[src/rtl/ex_mem_stage.sv]
// ex_mem_stage: EX/MEM pipeline register; resolves branches and overflow traps, feeds mem stage (out_*), fetch redirect (br_*), EPC (exc_*, epc) and forwarding (fwd_*)
module ex_mem_stage #(
  parameter int DW = 32,
  parameter int RW = 5
) (
  input  logic          clk,
  input  logic          rst,
  input  logic          in_valid,
  input  logic          stall,
  input  logic          flush,
  input  logic [DW-1:0] alu_res,
  input  logic          alu_v,
  input  logic          alu_c_out,
  input  logic          alu_zero,
  input  logic [DW-1:0] store_data,
  input  logic [RW-1:0] dest,
  input  logic          ctl_reg_write,
  input  logic          ctl_mem_read,
  input  logic          ctl_mem_write,
  input  logic          ctl_mem_to_reg,
  input  logic          ctl_beq,
  input  logic          ctl_bne,
  input  logic          ctl_trap_ovf,
  input  logic [DW-1:0] br_target,
  input  logic [DW-1:0] pc_in,
  input  logic          exc_ack,
  output logic          out_valid,
  output logic [DW-1:0] out_res,
  output logic [DW-1:0] out_store_data,
  output logic [RW-1:0] out_dest,
  output logic          out_reg_write,
  output logic          out_mem_read,
  output logic          out_mem_write,
  output logic          out_mem_to_reg,
  output logic          out_carry,
  output logic          br_taken,
  output logic [DW-1:0] br_pc,
  output logic          exc_pending,
  output logic [DW-1:0] epc,
  output logic          fwd_en,
  output logic [RW-1:0] fwd_dest,
  output logic [DW-1:0] fwd_data
);
  logic acc, ovf, tk;
  assign acc = in_valid & ~exc_pending;
  assign ovf = acc & ctl_trap_ovf & alu_v;
  assign tk  = acc & ((ctl_beq & alu_zero) | (ctl_bne & ~alu_zero)) & ~ovf;
  always_ff @(posedge clk) begin
    if (rst) begin
      out_valid      <= 1'b0;
      out_res        <= '0;
      out_store_data <= '0;
      out_dest       <= '0;
      out_reg_write  <= 1'b0;
      out_mem_read   <= 1'b0;
      out_mem_write  <= 1'b0;
      out_mem_to_reg <= 1'b0;
      out_carry      <= 1'b0;
      br_taken       <= 1'b0;
      br_pc          <= '0;
      exc_pending    <= 1'b0;
      epc            <= '0;
    end else begin
      if (exc_ack) exc_pending <= 1'b0;
      if (flush) begin
        out_valid      <= 1'b0;
        out_reg_write  <= 1'b0;
        out_mem_read   <= 1'b0;
        out_mem_write  <= 1'b0;
        out_mem_to_reg <= 1'b0;
        br_taken       <= 1'b0;
      end else if (stall) begin
        br_taken <= 1'b0;
      end else begin
        out_valid      <= acc;
        out_res        <= alu_res;
        out_store_data <= store_data;
        out_dest       <= dest;
        out_carry      <= alu_c_out;
        out_reg_write  <= acc & ctl_reg_write & ~ovf;
        out_mem_read   <= acc & ctl_mem_read & ~ovf;
        out_mem_write  <= acc & ctl_mem_write & ~ovf;
        out_mem_to_reg <= acc & ctl_mem_to_reg;
        br_taken       <= tk;
        if (tk) br_pc <= br_target;
        if (ovf) begin
          exc_pending <= 1'b1;
          epc         <= pc_in;
        end
      end
    end
  end
  assign fwd_en   = out_valid & out_reg_write & (out_dest != '0);
  assign fwd_dest = out_dest;
  assign fwd_data = out_res;
endmodule

[config.mk]
export PLATFORM = sky130hd
export DESIGN_NAME = ex_mem_stage
export DESIGN_NICKNAME = d
export VERILOG_FILES = /design/src/rtl/ex_mem_stage.sv
export SDC_FILE = /design/constraint.sdc
export NUM_CORES = 1
export LEC_CHECK = 0
export ABC_CLOCK_PERIOD_IN_PS = 2000
export BUFFER_PORTS_ARGS = -buffer_cell sky130_fd_sc_hd__buf_2
export CORE_AREA = 3 3 128 130
export CTS_BUF_LIST = sky130_fd_sc_hd__clkbuf_16
export CTS_CLUSTER_DIAMETER = 30
export CTS_CLUSTER_SIZE = 30
export DETAILED_ROUTE_END_ITERATION = 10
export DIE_AREA = 0 0 131 133
export GPL_ROUTABILITY_DRIVEN = 0
export GPL_TIMING_DRIVEN = 0
export PLACE_DENSITY = 0.68
export SYNTH_ARGS = -nofsm -noshare
export SYNTH_HDL_FRONTEND = slang
export SYNTH_SLANG_ARGS = --single-unit
[constraint.sdc]
create_clock -name clk -period 2 [get_ports clk]
set_input_delay 0.3 -clock clk [delete_from_list [all_inputs] [get_ports clk]]
set_output_delay 0.3 -clock clk [all_outputs]
set_load 0.005 [all_outputs]
==> results of run 1 <==
-- placed cells by master (no fill, tap or decap), types with 3 or more instances in the layout --
master,netlist,routed
buf_2,0,325
dfxtp_1,141,141
mux2i_1,33,33
clkinv_2,0,3
clkbuf_16,0,17
o21ai_0,12,12
clkbuf_1,48,48
buf_4,37,38
nand2_1,141,141
a21oi_1,105,105
a32oi_1,3,3
nand3_1,32,32
buf_8,3,3
o21ai_1,20,20
nor3_1,5,5
clkinv_1,0,3
bufinv_16,0,4
nand2b_1,64,64
-- logic make-up (layout without fill, tap and decap cells) --
kind of cell,count (synthesis),count (layout)
AND/OR/NAND/NOR,254,254
AO/OA/AOI/OAI,141,141
flip-flops,141,141
buffers and inverters,90,448
multiplexers,33,33
-- power by group --
part	internal, W	switching (W)	total, W
Clock	0.00206	0.00119	0.00325
Sequential	0.00290	0.0000573	0.00296
Combinational	0.000335	0.000342	0.000676
-- area by class of cell --
| type | count | area, µm² | share of cell area [%] |
|---|---|---|---|
| Sequential cell | 141 | 2820 | 34.7 |
| Multi-Input combinational cell | 428 | 2270 | 27.9 |
| Timing Repair Buffer | 327 | 1650 | 20.3 |
| Buffer | 90 | 526 | 6.46 |
| Clock buffer | 17 | 425 | 5.23 |
| Tap cell | 211 | 264 | 3.24 |
| Clock inverter | 14 | 176 | 2.17 |
-- path summary, 6_finish.rpt --
path	start	to	slack [ns]	cells past startpoint
min	flush	out_mem_to_reg	0.10	2
min reg2reg	out_store_data[4]	out_store_data[4]	0.45	2
max reg2reg	exc_pending	br_pc[15]	0.20	6
max	fwd_dest[4]	fwd_en	0.08	3
-- through the flow --
| stage | hold WS, ns | setup TNS (ns) |
|---|---|---|
| 6_report | 0.101 | 0 |
| 5_1_grt | 0.0979 | 0 |
| 4_1_cts | 0.0854 | 0 |
| 3_5_place_dp | 0.445 | -1.62 |
| 3_3_place_gp | 0.438 | -1.20 |
| 2_1_floorplan | 0.436 | 0 |
-- layer usage --
metal	global-route usage (%)	vias up	routed length, µm
met2	33.7	222	9000
li1	-	2833	-
met3	6.78	24	1470
met4	6.80	2	333
met5	0	-	13
met1	24.7	2551	7820
==> metrics, run 1 <==
syn avg cell area=roughly 8.5 µm²; core box area=between 15000 and 20000 µm²; placed cell area=roughly 7500 µm²; Overall Power=0.00688 W; gr usage total=between 20% and 30%; crit path DAT=between 1.5 and 2 ns; category of the most critical setup path=reg -> out; root buffer cell=clkbuf_16; P per Cell Area=846 nW/µm²; Crit. End Element=output port; EDFF count, synth=0; MaxCap Viol Count=0; Gate Count Post-Synth=between 600 and 700; fin crit share=about 96%; post-DP HPWL=14200 µm; clock skew=0.00530 ns; CTS Buf Count=17; Max Slew Vio Count=0; # DRC=0; Hold Path Class=in -> reg; initial antenna violation count=1; CTS Hold Bufs=0; Yosys top cell area share=about half; wire length of the first global-routing pass=27900 µm; Main synth FF type=dfxtp_1; Post-Syn Area=about 5600 µm²; Pleak=a little under 4 nW; main combinational cell family by area after synthesis=simple AND/OR/NAND/NOR gates; CTS Buffer Depth=2; clock sinks=141; Setup WS pre-CTS=-0.0924 ns; status=complete, no violations; worst endpoint required time=~1.7 ns; placed cells=around 1200; Synth Area in Simple Gates=a little over a fifth; postcts setup bufs=0; Initial Util=36.8%; final core utilization=between 50% and 60%; fin nets=approximately 1200; largest area contributor in the netlist=dfxtp_1; top cells by area, synth=dfxtp_1 (50%), nand2_1 (9.4%), a21oi_1 (9.4%); asr flop ratio synth=0%; largest net degree at the start of global routing=17; fin area=8140 µm²; Die H=~130 µm; Rows=45; RSZ-0062 raised after global routing=false; slew margin rel.=54.0%; via/cell ratio=~4.6; Tmin final=1.92 ns; Adder-Cell Fraction of Synth Area=0%; clk_lat worst skew=~0.41 ns; Compound-Gate Fraction of Synth Area=12.9%; top cells by count, synth=dfxtp_1 (141), nand2_1 (141), a21oi_1 (105); # setup viols final=0; final non-filler cell total=between 1000 and 1500; Area growth syn-to-layout=44.9%; Iter 0 DRT Violations=247; CTS tree=done; max incr delay on CP=about 0.4 ns; Worst Tran Pin Value=just under 0.7 ns; Worst-path clk slew=0.06 ns; number of global-route vias before repair=between 5000 and 6000; Seq/Total Area, Yosys=between 50 and 60%; post-route setup slack=between 0.08 and 0.09 ns; synth warn=0; Die Wd=between 100 and 150 µm; net count after synthesis=approximately 810; diodes inserted=0; WL/cell=about 15 µm; CP cell instances=or3_1 > o311a_1 > buf_2; highest clock rate=around 520 MHz; Crit-path slowest cell=or3_1; drt total wl=~19000 µm; Post-Synth XOR/XNOR Area=0%; IO Count=roughly 330; Detail Route Antenna Nets=0; worst path bufs/invs=1; register bit total from synthesis=around 140; delay-heaviest family, CP=simple AND/OR/NAND/NOR gates; Post-CTS Resized=0; DRT Pass-1 Iters=4; fraction of layout cells with a size suffix above 1=between 30 and 40%; Hold Vio Cnt, Final=0; die area=~17000 µm²; IO Port Bufs=around 330; DR vias=~5600; CP max FO=4; GRT overflow=0; # fillers=1503; Synth cell types=26; CTS H-tree lvls=4; worst vdd ir=between 0.5 and 0.6 mV; Critical Path Start Type=flip-flop; mux contribution to synthesized area=slightly below 6%
Power figures use the tool's default switching activity.
==> run 2, diff against run 1 <==
SETUP_SLACK_MARGIN = 0.3   (was not set)
==> run 2 against run 1 <==
Compared with the run above:
- count of clock-buffer cells in the layout stayed put
- via count is 0.85% higher
- total power is 0.72% higher
- clock power hardly changed
- critical path depth stayed put
- clock skew is 0.0072 ns higher
- design area is 3.6% higher
- die area stayed put
- cell count is 1.1% higher
- sequential power hardly changed
- combinational power is 5.5% higher
- critical endpoint unchanged
- highest routed layer unchanged
==> metrics, run 2 (synthesis gave the netlist of run 1 again) <==
status=complete, no violations; clock sinks=~140; fin nets=1166; IO Count=about 330; CTS tree=done; Overall Power=slightly below 0.007 W; Worst Tran Pin Value=about 0.64 ns; largest net degree at the start of global routing=17; clock skew=around 0.012 ns; DR vias=approximately 5700; Initial Util=between 30% and 40%; clk_lat worst skew=~0.42 ns; Iter 0 DRT Violations=~230; fin area=~8400 µm²; Tmin final=around 1.8 ns; Crit. End Element=output port; root buffer cell=clkbuf_16; Die Wd=about 130 µm; Hold Vio Cnt, Final=0; gr usage total=roughly a fifth; initial antenna violation count=1; placed cell area=around 7500 µm²; wire length of the first global-routing pass=approximately 28000 µm; Pleak=3.99 nW; CTS Buffer Depth=2; Critical Path Start Type=flip-flop; final core utilization=approximately 55%; # DRC=0; Area growth syn-to-layout=50.1%; fraction of layout cells with a size suffix above 1=42.5%; Max Slew Vio Count=0; P per Cell Area=slightly above 800 nW/µm²; Setup WS pre-CTS=-0.147 ns; WL/cell=about 15 µm; MaxCap Viol Count=0; IO Port Bufs=~330; CTS H-tree lvls=4; Hold Path Class=in -> reg; Detail Route Antenna Nets=0; most common cell after layout, fill and taps aside=buf_2; commonest cells after routing, fill and taps aside=buf_2 (325), nand2_1 (141), dfxtp_1 (138), a21oi_1 (105), nand2b_1 (64); Rows=45; via/cell ratio=between 4 and 5; CTS Buf Count=17; placed cells=1195; RSZ-0062 raised after global routing=true; diodes inserted=0; Worst-path clk slew=0.06 ns; # fillers=roughly 1500; crit path DAT=between 1.5 and 2 ns; Die H=between 100 and 150 µm; category of the most critical setup path=reg -> out; drt total wl=roughly 19000 µm; highest clock rate=about 540 MHz; final non-filler cell total=1241; slew margin rel.=57.5%; CP max FO=2; number of global-route vias before repair=roughly 5400; die area=about 17000 µm²; GRT overflow=0; post-route setup slack=0.158 ns; worst vdd ir=0.547 mV; post-DP HPWL=between 10000 and 15000 µm; worst endpoint required time=around 1.7 ns; core box area=around 15000 µm²; DRT Pass-1 Iters=4; fin crit share=92.1%; # setup viols final=0
## run 2: cell count changes in the layout (fill, tap and decap cells not counted), sizes merged
cell / before / now
clkinvlp: 0 / 2
clkinv: 8 / 6
buf: 369 / 384
bufinv: 4 / 3
clkbuf: 65 / 62
inv: 2 / 4
## run 2: layer usage
metal | up-vias | share of wire, % | GRT usage (%)
met5 | - | 0.058 | 0
met3 | 22 | 8.4 | 7.75
met4 | 2 | 1.3 | 5.77
li1 | 2873 | - | -
met1 | 2569 | 40 | 24.9
met2 | 214 | 50 | 34.7
## run 2: critical path: stages (launching register included)
cell and delay [ns]:
dfxtp_4 0.35, or3_1 0.36, o311a_1 0.28, buf_2 0.13
## run 2: what timing repair did
action	4_1_cts	5_1_grt
gates resized for setup	17	45
hold buffers	0	0
setup buffers	9	2
endpoints found under the setup margin	53	128
gates cloned	3	0
pin swaps	1	1
## run 2: stage by stage
stage | TNS [ns] | hold slack, ns
floorplan | 0 | 0.436
global placement | -1.57 | 0.439
detailed placement | -3.50 | 0.443
CTS | 0 | 0.0702
global route | 0 | 0.0730
finish | 0 | 0.0900
## run 2: path summary, 6_finish.rpt
path | from | endpoint | slack, ns | cells past startpoint
max | fwd_dest[4] | fwd_en | 0.16 | 3
max reg2reg | exc_pending | br_pc[27] | 0.22 | 7
min reg2reg | out_store_data[16] | out_store_data[16] | 0.45 | 2
min | flush | out_mem_to_reg | 0.09 | 2
## run 2: power breakdown
part / leakage, nW / switching (W) / internal (W) / total [W]
logic: 2.54 / 0.000350 / 0.000363 / 0.000713
registers: 1.15 / 0.0000579 / 0.00290 / 0.00295
clock network: 0.296 / 0.00128 / 0.00198 / 0.00326
## run 2: layout make-up
| cell class | instances | area [µm²] | share of cell area, % |
|---|---|---|---|
| buffer | 90 | 573 | 6.80 |
| clock buffer | 17 | 425 | 5.05 |
| clock inverter | 15 | 188 | 2.23 |
| multi-input combinational | 428 | 2290 | 27.2 |
| sequential | 141 | 2830 | 33.6 |
| tap | 211 | 264 | 3.13 |
| timing repair buffer | 339 | 1860 | 22.0 |
